`src/rtl/expr_gen_pkg.sv`:
```
// Shared definitions for the expression generator: state encoding, ASCII
// constants, LFSR default/taps and the character/LFSR helper functions.
package expr_gen_pkg;

  typedef enum logic [1:0] {
    ST_IDLE  = 2'd0,
    ST_DIGIT = 2'd1,
    ST_OP    = 2'd2,
    ST_DONE  = 2'd3
  } state_e;

  localparam logic [7:0] ASCII_ZERO   = 8'h30;
  localparam logic [7:0] ASCII_PLUS   = 8'h2B;
  localparam logic [7:0] ASCII_STAR   = 8'h2A;
  localparam logic [7:0] LFSR_DEFAULT = 8'h01;

  localparam int TAP_A = 7;
  localparam int TAP_B = 5;
  localparam int TAP_C = 4;
  localparam int TAP_D = 3;

  function automatic logic [7:0] lfsr_step(input logic [7:0] v);
    return {v[6:0], v[TAP_A] ^ v[TAP_B] ^ v[TAP_C] ^ v[TAP_D]};
  endfunction

  // Low nibble folded into 0..9 by a single subtraction (max nibble is 15).
  function automatic logic [7:0] digit_char(input logic [7:0] v);
    logic [3:0] n;
    if (v[3:0] >= 4'd10) begin
      n = v[3:0] - 4'd10;
    end else begin
      n = v[3:0];
    end
    return ASCII_ZERO + {4'd0, n};
  endfunction

  function automatic logic [7:0] op_char(input logic [7:0] v);
    return v[0] ? ASCII_STAR : ASCII_PLUS;
  endfunction

endpackage

```
`src/rtl/expr_gen_if.sv`:
```
// Request/response signals of the expression generator, bundled with
// modports for the requester (master) and the generator (slave).
interface expr_gen_if;
  logic       start;
  logic [3:0] len;
  logic [7:0] seed;
  logic       inject_err;
  logic [7:0] out;
  logic       out_valid;
  logic       busy;
  logic       done;

  modport master (
    output start, len, seed, inject_err,
    input  out, out_valid, busy, done
  );

  modport slave (
    input  start, len, seed, inject_err,
    output out, out_valid, busy, done
  );
endinterface

```
`src/rtl/expr_gen_lfsr.sv`:
```
// 8-bit Fibonacci LFSR with synchronous load and single-step advance.
module expr_lfsr
  import expr_gen_pkg::*;
(
  input  logic       clk,
  input  logic       clr,
  input  logic       load,
  input  logic       advance,
  input  logic [7:0] load_val,
  output logic [7:0] value
);

  logic [7:0] value_r;

  // LFSR register: load has priority over advance.
  always_ff @(posedge clk or posedge clr) begin
    if (clr) begin
      value_r <= LFSR_DEFAULT;
    end else if (load) begin
      value_r <= load_val;
    end else if (advance) begin
      value_r <= lfsr_step(value_r);
    end else begin
      value_r <= value_r;
    end
  end

  assign value = value_r;

endmodule

```
`src/rtl/expr_gen.sv`:
```
// Random arithmetic-expression generator: emits D (O D)* one ASCII character
// per cycle from an LFSR, then pulses done for one cycle.
module expr_gen
  import expr_gen_pkg::*;
(
  input  logic       clk,
  input  logic       clr,
  expr_gen_if.slave  bus
);

  state_e     state_r, state_s;
  logic [3:0] cnt_r, cnt_s;
  logic       inject_r, inject_s;
  logic [7:0] out_r, out_s;
  logic       valid_r, valid_s;
  logic       busy_r, busy_s;
  logic       done_r, done_s;

  logic [7:0] seed_fix_s;
  logic [3:0] len_fix_s;
  logic [7:0] lfsr_val_s;
  logic [7:0] lfsr_load_val_s;
  logic       lfsr_load_s;
  logic       lfsr_adv_s;

  assign seed_fix_s = (bus.seed == 8'h00) ? LFSR_DEFAULT : bus.seed;
  assign len_fix_s  = (bus.len == 4'd0) ? 4'd1 : bus.len;

  // The first character uses the seed directly, so the LFSR is loaded
  // already one step ahead.
  assign lfsr_load_val_s = lfsr_step(seed_fix_s);

  expr_lfsr u_lfsr (
    .clk      (clk),
    .clr      (clr),
    .load     (lfsr_load_s),
    .advance  (lfsr_adv_s),
    .load_val (lfsr_load_val_s),
    .value    (lfsr_val_s)
  );

  // Next state and next output values; state names the character on out.
  always_comb begin
    state_s     = state_r;
    cnt_s       = cnt_r;
    inject_s    = inject_r;
    out_s       = 8'h00;
    valid_s     = 1'b0;
    busy_s      = 1'b0;
    done_s      = 1'b0;
    lfsr_load_s = 1'b0;
    lfsr_adv_s  = 1'b0;
    case (state_r)
      ST_IDLE: begin
        if (bus.start) begin
          state_s     = ST_DIGIT;
          cnt_s       = len_fix_s;
          inject_s    = bus.inject_err;
          valid_s     = 1'b1;
          busy_s      = 1'b1;
          lfsr_load_s = 1'b1;
          if (bus.inject_err && (len_fix_s == 4'd1)) begin
            out_s = op_char(seed_fix_s);
          end else begin
            out_s = digit_char(seed_fix_s);
          end
        end else begin
          state_s = ST_IDLE;
        end
      end
      ST_DIGIT: begin
        busy_s = 1'b1;
        if (cnt_r <= 4'd1) begin
          state_s = ST_DONE;
          done_s  = 1'b1;
        end else begin
          state_s    = ST_OP;
          out_s      = op_char(lfsr_val_s);
          valid_s    = 1'b1;
          lfsr_adv_s = 1'b1;
        end
      end
      ST_OP: begin
        state_s    = ST_DIGIT;
        busy_s     = 1'b1;
        valid_s    = 1'b1;
        lfsr_adv_s = 1'b1;
        if (cnt_r > 4'd1) begin
          cnt_s = cnt_r - 4'd1;
        end else begin
          cnt_s = cnt_r;
        end
        // Count 2 here means the upcoming digit is the final character.
        if (inject_r && (cnt_r == 4'd2)) begin
          out_s = op_char(lfsr_val_s);
        end else begin
          out_s = digit_char(lfsr_val_s);
        end
      end
      ST_DONE: begin
        state_s = ST_IDLE;
        cnt_s   = 4'd0;
      end
      default: begin
        state_s = ST_IDLE;
        cnt_s   = 4'd0;
      end
    endcase
  end

  // State, counter, latched options and registered outputs.
  always_ff @(posedge clk or posedge clr) begin
    if (clr) begin
      state_r  <= ST_IDLE;
      cnt_r    <= 4'd0;
      inject_r <= 1'b0;
      out_r    <= 8'h00;
      valid_r  <= 1'b0;
      busy_r   <= 1'b0;
      done_r   <= 1'b0;
    end else begin
      state_r  <= state_s;
      cnt_r    <= cnt_s;
      inject_r <= inject_s;
      out_r    <= out_s;
      valid_r  <= valid_s;
      busy_r   <= busy_s;
      done_r   <= done_s;
    end
  end

  assign bus.out       = out_r;
  assign bus.out_valid = valid_r;
  assign bus.busy      = busy_r;
  assign bus.done      = done_r;

endmodule

```
`src/flat_wrapper.sv`:
```
// flat-port wrapper written by rule: the top's interface ports become plain ports
module expr_gen_flat import expr_gen_pkg::*;
  (clk, clr, bus_start, bus_len, bus_seed, bus_inject_err, bus_out, bus_out_valid, bus_busy, bus_done);
  expr_gen_if bus_i ();
  input  logic clk;
  input  logic clr;
  input wire logic [$bits(bus_i.start)-1:0] bus_start;
  input wire logic [$bits(bus_i.len)-1:0] bus_len;
  input wire logic [$bits(bus_i.seed)-1:0] bus_seed;
  input wire logic [$bits(bus_i.inject_err)-1:0] bus_inject_err;
  output wire logic [$bits(bus_i.out)-1:0] bus_out;
  output wire logic [$bits(bus_i.out_valid)-1:0] bus_out_valid;
  output wire logic [$bits(bus_i.busy)-1:0] bus_busy;
  output wire logic [$bits(bus_i.done)-1:0] bus_done;
  assign bus_i.start = bus_start;
  assign bus_i.len = bus_len;
  assign bus_i.seed = bus_seed;
  assign bus_i.inject_err = bus_inject_err;
  assign bus_out = bus_i.out;
  assign bus_out_valid = bus_i.out_valid;
  assign bus_busy = bus_i.busy;
  assign bus_done = bus_i.done;
  expr_gen u_core (.clk(clk), .clr(clr), .bus(bus_i));
endmodule
```
`config.mk`:
```
export PLATFORM = sky130hd
export DESIGN_NAME = expr_gen_flat
export DESIGN_NICKNAME = d
export VERILOG_FILES = /design/src/rtl/expr_gen_pkg.sv /design/src/rtl/expr_gen_if.sv /design/src/rtl/expr_gen_lfsr.sv /design/src/rtl/expr_gen.sv /design/src/flat_wrapper.sv
export SDC_FILE = /design/constraint.sdc
export NUM_CORES = 1
export LEC_CHECK = 0
export ABC_AREA = 1
export ABC_CLOCK_PERIOD_IN_PS = 2550
export CORE_MARGIN = 1.5
export CORE_UTILIZATION = 50
export CTS_CLUSTER_DIAMETER = 200
export DETAILED_ROUTE_END_ITERATION = 10
export HOLD_SLACK_MARGIN = 0.12
export PLACE_DENSITY = 0.83
export SYNTH_ARGS = -nofsm -noshare
export SYNTH_HDL_FRONTEND = slang
export SYNTH_HIERARCHICAL = 1
export SYNTH_SLANG_ARGS = --single-unit
export TNS_END_PERCENT = 50
```
`constraint.sdc`:
```
create_clock -name clk -period 2.55 [get_ports clk]
set_clock_uncertainty 0.2 [all_clocks]
set_input_delay 0.51 -clock clk [delete_from_list [all_inputs] [get_ports clk]]
set_output_delay 0.51 -clock clk [all_outputs]
set_load 0.02 [all_outputs]
```
After elaboration in Yosys (flattened, before gate mapping):

Index checks and enable logic that the tools add are counted.

* output and inout port bits: 11
* bits in registers: 26
* bits of input ports: 16
* logic and storage cells: 72

* mux-type cells: 32
* equal/unequal tests: 7
* reduce and logical (&&, ||, !) cells: 10
* bitwise logic cells: 6
* add/subtract/negate cells: 5
* magnitude comparators: 4

Operator list (number)
* $mux W8: 7
* $mux W4: 10
* $pmux W8 S3: 1
* $add A6 B4 Y7 const A: 2
* $pmux W4 S3: 1
* $mux W1: 9
* $ge A4 B4 Y1 const B: 2
* $logic_not A8 Y1: 1
* $pmux W2 S4: 1
* $sub A4 B4 Y4 const B: 2
* $xor A1 B1 Y1: 6
* $eq A2 B2 Y1 const B: 2
* $eq A4 B1 Y1 const B: 1
* $eq A4 B2 Y1 const B: 1
* $gt A4 B1 Y1 const B: 1
* $le A4 B1 Y1 const B: 1
* $logic_not A4 Y1: 1
* $pmux W1 S2: 2
* $sub A4 B1 Y4 const B: 1
* $pmux W1 S3: 1
* $reduce_and A3 Y1: 1
* $reduce_bool A3 Y1: 1
* $eq A2 B1 Y1 const B: 1
* $logic_and A1 B1 Y1: 2
* other kinds (6): 6

Depth between registers and ports, before layout:

Gate-level depths: netlist of the first run.

* depth after elaboration: 11
* depth in mapped cells: 10
* mapped depth without buffers: 10

Hierarchy:

Netlist of the first run, hierarchy kept.

By module, submodules not included
* expr_gen: area an instance 1192.4 µm², times used 1, seq. area each 375.4 µm², cells an instance 166
* expr_lfsr: area an instance 439.2 µm², times used 1, seq. area each 201.4 µm², cells an instance 61

Worst setup path before layout of the first run:

OpenSTA, ideal clock, no wires.

* kind: register to register
* start: register u_core.cnt_r[0]
* end: register u_core.u_lfsr.value_r[0], in the netlist u_core/u_lfsr/value[0]
* cell stages (with the launch flop): 10
* setup time: 0.061 ns
* period minus slack after synthesis: 1.828 ns
* setup slack: 0.722 ns
* arrival time: 1.567 ns
* path buffers: 0
* data required time: 2.289 ns
* path through: dfrtp_1 -> inv_1 -> ha_1 -> o21ai_2 -> nand2_1 -> a21oi_1 -> inv_2 -> nor2_4 -> nand3_1 -> nand2_1

* cells in the longest elaborated chain, start to end: 4

RTL lines
* start, declared: line expr_gen.sv:12 `logic [3:0] cnt_r, cnt_s;`
* start signal, assigned: line expr_gen.sv:123 `cnt_r <= cnt_s;`
* $le A4 B1 Y1: line expr_gen.sv:73 `if (cnt_r <= 4'd1) begin`
* $mux W1: line expr_gen.sv:73
* $pmux W1 S2: line expr_gen.sv:53 `case (state_r)`
* net u_core.lfsr_adv_s: line expr_gen.sv:24 `logic lfsr_adv_s;`
* $reduce_bool A2 Y1 (no source line)
* end signal, assigned: line expr_gen_lfsr.sv:20 `value_r <= load_val;`
* end signal, assigned: line expr_gen_lfsr.sv:22 `value_r <= lfsr_step(value_r);`
* end signal, assigned: line expr_gen_lfsr.sv:24 `value_r <= value_r;`
* end, declared: line expr_gen_lfsr.sv:13 `logic [7:0] value_r;`

The timed path passes the listed nets, and every way through them passes these cells.
A chain may end at the register's enable or synchronous reset.

Worst setup path after layout of the first run:

* start: register u_core.cnt_r[0]
* end: register u_core.u_lfsr.value_r[6], in the netlist u_core/u_lfsr/value[6]

The elaborated chain is that of the path after synthesis.

==> out/results.ini, run 1 <==
[floorplan]
ios = 27
core-area_sq_um = 3078
chipWidth_um = 60.13
initial_utilization_pct = 53.01
die_h_um = 60.13
rows = 20
die_area_sq_um = 3615

[finish]
n_antenna_cell = 0
drive_gt1_share_pct = 8.163
synthToLayoutAreaGrowth_pct = 15.95
fillers = 296
fin_area_sq_um = 1892
final_util_pct = 61.46
nets = 274

[logic_synthesis]
synth_edf_count = 0
synth_top_family_by_area = simple AND/OR/NAND/NOR gates
avgSynthCellArea_sq_um = 7.188
synth_cell_types = 31
ys_ff_latch = 23
seq_area_frac_synth_pct = 35.35
synth_ff_type = dfrtp_1
netlist_area_sq_um = 1632
synth_compound_area_share_pct = 9.586
async_reset_ff_share_pct = 100.0
synthXorXnorAreaFrac_pct = 3.221
synth_cells = 227
synth_fa_ha_area_share_pct = 9.202
yosys.area_share.simple_pct = 29.29
yosysWarnings = 6
synthMuxAreaShare_pct = 0

[route]
postRouteAntennaNets = 0
drt_iter0_drc = 39
vias_per_cell = 4.917
drc = 0
wl_um = 3109
wl_per_cell_um = 10.76
vias = 1421
first_pass_iters = 5

[setup_path]
worstPathMaxFanout = 8
cp-end-kind = flip-flop
path_buf_inv = 2
crit_family = compound AO/OA/AOI/OAI gates
cpPeakStageDelay_ps = 400
worstPathCellList = inv_1 > ha_1 > o21ai_2 > nand2_1 > a21oi_1 > inv_2 > nor2_4 > nand2_1 > nand3_1
required_ps = 2600
critPathMostFrequentCell = nand2_1
crit_slowest_cell = dfrtp_1
path_class = flip-flop to flip-flop
rrSetupSlack_ps = 430
critPathLaunchType = flip-flop
cp.arrival_ps = 2170

[place]
postPlaceCellArea_sq_um = 1866
place.gp.congestion = 0.8007
dp_hpwl_um = 2461
port_buffers = 24

[clocking]
root_buffer = clkbuf_4
cts_tree = done
clk-insertion-delay-late_ps = 310
cts_sinks = 23
clockBufferDepth = 2
htree_levels = 1
post_cts_buffers = 0
cts_hold_buf = 0
clk_pin_slew_worst_paths_ps = 110
cts_made_buffers = 3
ctsResizeCount = 0

[job]
drv_cap = 0

[global_routing]
track_usage_pct = 19.35
gr-total-overflow = 0
grt_max_degree = 16
antenna_found_initial = 0
grt_pass1_wl_um = 5306
first_global_vias = 1311

[timing]
tns_ps = 0
setup_violations = 0
maxSlewViolCount = 0
tightest_slew_ps = 578.6
max-slew-margin-rel_pct = 61.38
max_freq_mhz = 471.2
rsz0062_at_grt = no
fin_crit_ps = 2122
fin_crit_sh_pct = 83.22
finalHoldViolCount = 0

[worst_hold_path]
hp-class = primary input to asynchronous set/reset pin

[outcome]
status = complete, no violations

[power]
power.leakage_uw = 0.0009878
pwr_density_cell_nw_per_um2 = 1099
ir_drop_mv = 0.6638

==> path summary, 6_finish.rpt <==
check,from,end,cells past startpoint
setup / recovery,u_core/cnt_r[0],u_core/u_lfsr/value[6],9
hold / removal,clr,u_core/u_lfsr/value[5],2
setup reg to reg,u_core/cnt_r[0],u_core/u_lfsr/value[6],9
hold reg to reg,u_core/inject_r,u_core/inject_r,2
max in group asynchronous,clr,u_core/inject_r,2
min in group clk,u_core/inject_r,u_core/inject_r,2
==> layout make-up <==
type,instances,area (sq um),share of cell area (%)
Clock buffer,4,26.28,1.389
Inverter,37,141.4,7.474
Multi-Input combinational cell,156,844.6,44.64
Sequential cell,23,576.8,30.49
Tap cell,44,55.05,2.910
Timing Repair Buffer,25,247.7,13.10
==> state kept, by name (all words and copies together), names as in the netlist <==
| signal | count |
|---|---|
| u_core/u_lfsr/value | 8 |
| u_core/state_r | 2 |
| u_core/bus.busy | 1 |
| u_core/bus.out | 6 |
| u_core/inject_r | 1 |
| u_core/cnt_r | 4 |
| u_core/bus.done | 1 |
==> cells in the final DEF (no fill, tap or decap), drive strengths merged <==
master / n
nand2: 74
inv: 36
clkdlybuf4s50: 24
dfrtp: 22
nand3: 21
nor2: 13
ha: 12
a21oi: 10
o21ai: 10
xnor2: 4
clkbuf: 4
xor2: 2
o22ai: 2
conb: 2
a22oi: 2
clkinv: 1
o21bai: 1
nand3b: 1
nand4: 1
a31oi: 1
buf: 1
dfstp: 1
==> routing by layer <==
layer | vias to the layer above | wire (um) | global-route usage [%]
li1 | 732 | - | -
met1 | 652 | 1422 | 23.55
met2 | 33 | 1533 | 33.70
met3 | 4 | 105 | 3.896
met4 | 0 | 46 | 6.667
met5 | - | 0 | 0
==> cell families after synthesis <==
| logic type | after synthesis |
|---|---|
| fa+ha+maj | 12 |
| xor+xnor | 6 |
| flops | 23 |
| compound gates | 26 |
| buf+inv | 49 |
| other cells | 1 |
| simple gates | 110 |
==> per-stage QoR <==
step                power, uW  hold slack, ps  setup WS [ps]  instances
finish                   2078           270.9          427.8        289
global route             2305           292.3          227.7        289
CTS                      2087           265.7          412.1        289
detailed placement       1921           283.1          231.9        285
global placement         1868           270.2          304.2        285
floorplan                1592           124.9          722.0        228
==> synthesized netlist by cell type (2+ instances only) <==
cell type / instances / area [sq um]
a21oi_1: 9 / 45.04
a22oi_1: 2 / 15.01
buf_4: 3 / 22.52
buf_6: 2 / 22.52
clkbuf_1: 6 / 22.52
dfrtp_1: 22 / 550.5
ha_1: 12 / 150.1
inv_1: 32 / 120.1
inv_2: 3 / 11.26
nand2_1: 71 / 266.5
nand2_2: 3 / 18.77
nand3_1: 21 / 105.1
nor2_1: 9 / 33.78
nor2_4: 3 / 33.78
o21ai_0: 4 / 20.02
o21ai_1: 3 / 15.01
o21ai_2: 3 / 26.28
o22ai_1: 2 / 12.51
xnor2_1: 4 / 35.03
xor2_1: 2 / 17.52
==> where the power goes <==
part / internal [uW] / switching [uW]
clock: 61.0 / 104
sequential: 544 / 133
combinational: 492 / 745
total: 1100 / 981
Power figures use the tool's default switching activity.
==> run 2, diff against run 1 <==
--- a/config.mk
+++ b/config.mk
@@ -6,7 +6,7 @@
 export NUM_CORES = 1
 export LEC_CHECK = 0
 export ABC_AREA = 1
-export ABC_CLOCK_PERIOD_IN_PS = 2550
+export ABC_CLOCK_PERIOD_IN_PS = 2210
 export CORE_MARGIN = 1.5
 export CORE_UTILIZATION = 50
 export CTS_CLUSTER_DIAMETER = 200
==> constraint.sdc (replaced) <==
create_clock -name clk -period 2.21 [get_ports clk]
set_clock_uncertainty 0.2 [all_clocks]
set_input_delay 0.442 -clock clk [delete_from_list [all_inputs] [get_ports clk]]
set_output_delay 0.442 -clock clk [all_outputs]
set_load 0.02 [all_outputs]
==> out/results.ini, run 2 (synthesized netlist as in run 1, its figures left out) <==
[outcome]
status = complete, no violations

[timing]
max_freq_mhz = 489.8
fin_crit_ps = 2042
finalWorstSetupSlack_ps = 168.2
setup_violations = 0
finalHoldViolCount = 0
tns_ps = 0
max-slew-margin-rel_pct = 62.80
tightest_slew_ps = 557.5
maxSlewViolCount = 0
rsz0062_at_grt = no
fin_crit_sh_pct = 92.39

[floorplan]
die_h_um = 60.13
initial_utilization_pct = 53.01
chipWidth_um = 60.13
die_area_sq_um = 3615
ios = 27
rows = 20
core-area_sq_um = 3078

[power]
pwr_density_cell_nw_per_um2 = 1276
ir_drop_mv = 0.6725
power.leakage_uw = 0.0009984

[global_routing]
first_global_vias = 1299
gr-total-overflow = 0
grt_pass1_wl_um = 5533
grt_max_degree = 18
antenna_found_initial = 0
track_usage_pct = 20.14

[place]
postPlaceCellArea_sq_um = 1886
place.gp.congestion = 0.8879
port_buffers = 24
place_ws_ps = 108.8
dp_hpwl_um = 2454
dp.cells = 286

[setup_path]
worstPathMaxFanout = 8
worstPathCellList = inv_1 > ha_1 > o21ai_2 > nand2_1 > a21oi_2 > inv_2 > nor2_4 > nand3_1 > nand2_1
path_class = flip-flop to flip-flop
cp.arrival_ps = 2100
critPathLaunchType = flip-flop
critPathMostFrequentCell = nand2_1
required_ps = 2270
cp-end-kind = flip-flop
cpPeakStageDelay_ps = 400
crit_slowest_cell = dfrtp_1

[route]
postRouteAntennaNets = 0
first_pass_iters = 4
wl_per_cell_um = 10.85
vias = 1392
wl_um = 3146
vias_per_cell = 4.800
drt_iter0_drc = 60
drc = 0

[clocking]
clk-insertion-delay-late_ps = 310
cts_made_buffers = 3
htree_levels = 1
cts_tree = done
cts_sinks = 23
clk_pin_slew_worst_paths_ps = 130
clockBufferDepth = 2
cts_hold_buf = 0
root_buffer = clkbuf_4
post_cts_buffers = 0
ctsResizeCount = 0

[finish]
fin_area_sq_um = 1917
synthToLayoutAreaGrowth_pct = 17.48
n_antenna_cell = 0
nets = 275
fillers = 292
drive_gt1_share_pct = 9.350
mostFrequentLayoutCells = nand2_1, inv_1, clkdlybuf4s50_1
fin_cells = 290
largest_reg_flops = 8
final_common_cell = nand2_1

[job]
drv_cap = 0

[worst_hold_path]
hp-class = primary input to asynchronous set/reset pin

[run 2: changes by cell type in the layout (fill, tap and decap cells not counted), sizes merged]
| cell | change |
|---|---|
| clkbuf | -1 |
| clkinv | +1 |
| buf | +1 |
[run 2: metrics by stage]
stage	power [uW]	hold WS [ps]	util, %
after global routing	2691	250.8	62.28
after detailed placement	2250	270.5	61.26
after floorplan	1837	56.94	-
final	2445	202.6	62.28
after global placement	2194	265.5	61.26
after CTS	2449	206.2	62.15
[run 2: final timing paths]
| kind | startpoint | to | slack [ps] | cells after the start |
|---|---|---|---|---|
| setup / recovery | u_core/cnt_r[0] | u_core/u_lfsr/value[0] | 170 | 9 |
| hold / removal | clr | u_core/u_lfsr/value[2] | 200 | 2 |
| setup reg to reg | u_core/cnt_r[0] | u_core/u_lfsr/value[0] | 170 | 9 |
| hold reg to reg | u_core/inject_r | u_core/inject_r | 300 | 2 |
| max in group asynchronous | clr | u_core/cnt_r[1] | 1140 | 2 |
| min in group clk | u_core/inject_r | u_core/inject_r | 300 | 2 |
[run 2: power breakdown]
group	leakage (uW)	internal, uW	switching (uW)	total [uW]
Clock	0.0000177	67.6	127	195
Combinational	0.000693	596	875	1470
Sequential	0.000287	627	152	779
[run 2: layout make-up]
cell class              count  area [sq um]  share of cell area (%)
well taps                  44         55.05                   2.872
flip-flops and latches     23         576.8                   30.09
multi-input cells         156         848.3                   44.26
clock buffers               3         22.52                   1.175
repair buffers             26         267.8                   13.97
clock inverters             1         5.005                  0.2611
inverters                  37         141.4                   7.376
[run 2: per-layer routing]
metal / up-vias / part of all wire [%] / GRT usage, %
met2: 28 / 47 / 33.85
met4: 0 / 1.3 / 4.762
met5: - / 0 / 0
met1: 624 / 48 / 26.58
li1: 736 / - / -
met3: 4 / 3.7 / 3.896
[run 2: critical path, delay by kind of cell, from the launching register on]
kind	cells	cell delay, ps
AND/OR/NAND/NOR	4	510
buffers and inverters	2	180
adder cells (fa/ha/maj)	1	240
AO/OA/AOI/OAI	2	450
flip-flops	1	400
==> run 3, diff against run 2 <==
--- a/config.mk
+++ b/config.mk
@@ -6,7 +6,8 @@
 export NUM_CORES = 1
 export LEC_CHECK = 0
 export ABC_AREA = 1
-export ABC_CLOCK_PERIOD_IN_PS = 2210
+export ABC_CLOCK_PERIOD_IN_PS = 2200
+export CORE_ASPECT_RATIO = 1.2
 export CORE_MARGIN = 1.5
 export CORE_UTILIZATION = 50
 export CTS_CLUSTER_DIAMETER = 200
==> constraint.sdc (replaced) <==
create_clock -name clk -period 2.2 [get_ports clk]
set_clock_uncertainty 0.2 [all_clocks]
set_input_delay 0.44 -clock clk [delete_from_list [all_inputs] [get_ports clk]]
set_output_delay 0.44 -clock clk [all_outputs]
set_load 0.02 [all_outputs]
==> out/results.ini, run 3 (synthesized netlist as in run 1, its figures left out) <==
[timing]
fin_crit_sh_pct = 87.33
tns_ps = 0
maxSlewViolCount = 0
max_freq_mhz = 520.5
finalHoldViolCount = 0
tightest_slew_ps = 567.4
max-slew-margin-rel_pct = 62.13
fin_crit_ps = 1921
setup_violations = 0
rsz0062_at_grt = no

[clocking]
root_buffer = clkbuf_4
clk_pin_slew_worst_paths_ps = 120
clockBufferDepth = 2
cts_tree = done
clk-insertion-delay-late_ps = 310
cts_sinks = 23
cts_hold_buf = 0
cts_made_buffers = 3
htree_levels = 1

[power]
pwr_density_cell_nw_per_um2 = 1291
p_total_uw = 2454
ir_drop_mv = 0.8515
power.leakage_uw = 0.0009975

[setup_path]
required_ps = 1560
crit_slowest_cell = clkdlybuf4s50_1
worstPathCellList = clkdlybuf4s50_1
path_buf_inv = 1
path_class = flip-flop to output pin
critPathLaunchType = flip-flop
cpPeakStageDelay_ps = 600
crit_family = buffers and inverters
worstPathMaxFanout = 2
cp-end-kind = output pin
cp.arrival_ps = 1280

[global_routing]
grt_max_degree = 16
track_usage_pct = 21.55
first_global_vias = 1374
grt_pass1_wl_um = 5692
antenna_found_initial = 0
gr-total-overflow = 0

[finish]
final_common_cell = nand2_1
drive_gt1_share_pct = 9.312
mostFrequentLayoutCells = nand2_1, inv_1, clkdlybuf4s50_1
synthToLayoutAreaGrowth_pct = 16.49
largest_reg_flops = 8
nets = 276
n_antenna_cell = 0

[floorplan]
ios = 27
chipWidth_um = 55.15
rows = 22
core-area_sq_um = 3083
die_area_sq_um = 3616
initial_utilization_pct = 52.92
die_h_um = 65.58

[route]
vias_per_cell = 5.025
first_pass_iters = 4
vias = 1422
wl_per_cell_um = 11.48
postRouteAntennaNets = 0
drt_iter0_drc = 24
wl_um = 3249
drc = 0

[outcome]
status = complete, no violations

[job]
drv_cap = 0

[place]
port_buffers = 24
place.gp.congestion = 0.7997
dp_hpwl_um = 2593

[worst_hold_path]
hp-class = primary input to asynchronous set/reset pin

[run 3: worst paths after layout]
path                                             start                      to  slack [ps]  depth (start not counted)
worst max-delay path                 u_core/bus.out[5]              bus_out[5]         280                          1
worst min-delay path                               clr  u_core/u_lfsr/value[5]         210                          2
worst max register to register         u_core/cnt_r[0]  u_core/u_lfsr/value[0]         280                          9
min in group clk                u_core/u_lfsr/value[6]  u_core/u_lfsr/value[7]         320                          2
max in group asynchronous                          clr       u_core/bus.out[2]        1120                          2
worst min register to register  u_core/u_lfsr/value[6]  u_core/u_lfsr/value[7]         320                          2
[run 3: where the power goes]
group	switching [uW]	internal [uW]	total (uW)
Sequential	154	630	784
Clock	125	71.0	196
Combinational	884	590	1470
Total	1160	1290	2450
[run 3: timing repair]
action                                  in CTS  in global routing
endpoints found under the hold margin        0                  0
endpoints found under the setup margin       0                  7
resized for setup                            0                  1
buffers inserted                             0                  0
[run 3: stage by stage]
| stage | std cells | setup WS, ps | hold slack (ps) | instance area, sq um | util [%] |
|---|---|---|---|---|---|
| final | 283 | 278.7 | 209.2 | 1901 | 61.65 |
| after global routing | 283 | 63.40 | 196.3 | 1901 | 61.65 |
| after CTS | 283 | 197.4 | 204.6 | 1897 | 61.53 |
| after detailed placement | 279 | 169.4 | 270.6 | 1871 | 60.67 |
| after global placement | 279 | 187.3 | 269.8 | 1871 | 60.67 |
| after floorplan | 228 | 372.0 | 54.94 | 1635 | - |
[run 3: per-layer routing]
metal / GRT usage [%] / vias up / wire length (um)
met5: 0 / - / 0
met4: 10.37 / 0 / 99
met3: 2.955 / 9 / 74
met2: 37.65 / 22 / 1690
met1: 24.71 / 653 / 1385
li1: - / 738 / -
[run 3: final cells by class]
cell class | instances | area, sq um
repair buffers | 27 | 262.8
inverters | 37 | 141.4
well taps | 36 | 45.04
fillers | 289 | 1182
flip-flops and latches | 23 | 576.8
multi-input cells | 156 | 848.3
clock buffers | 4 | 26.28
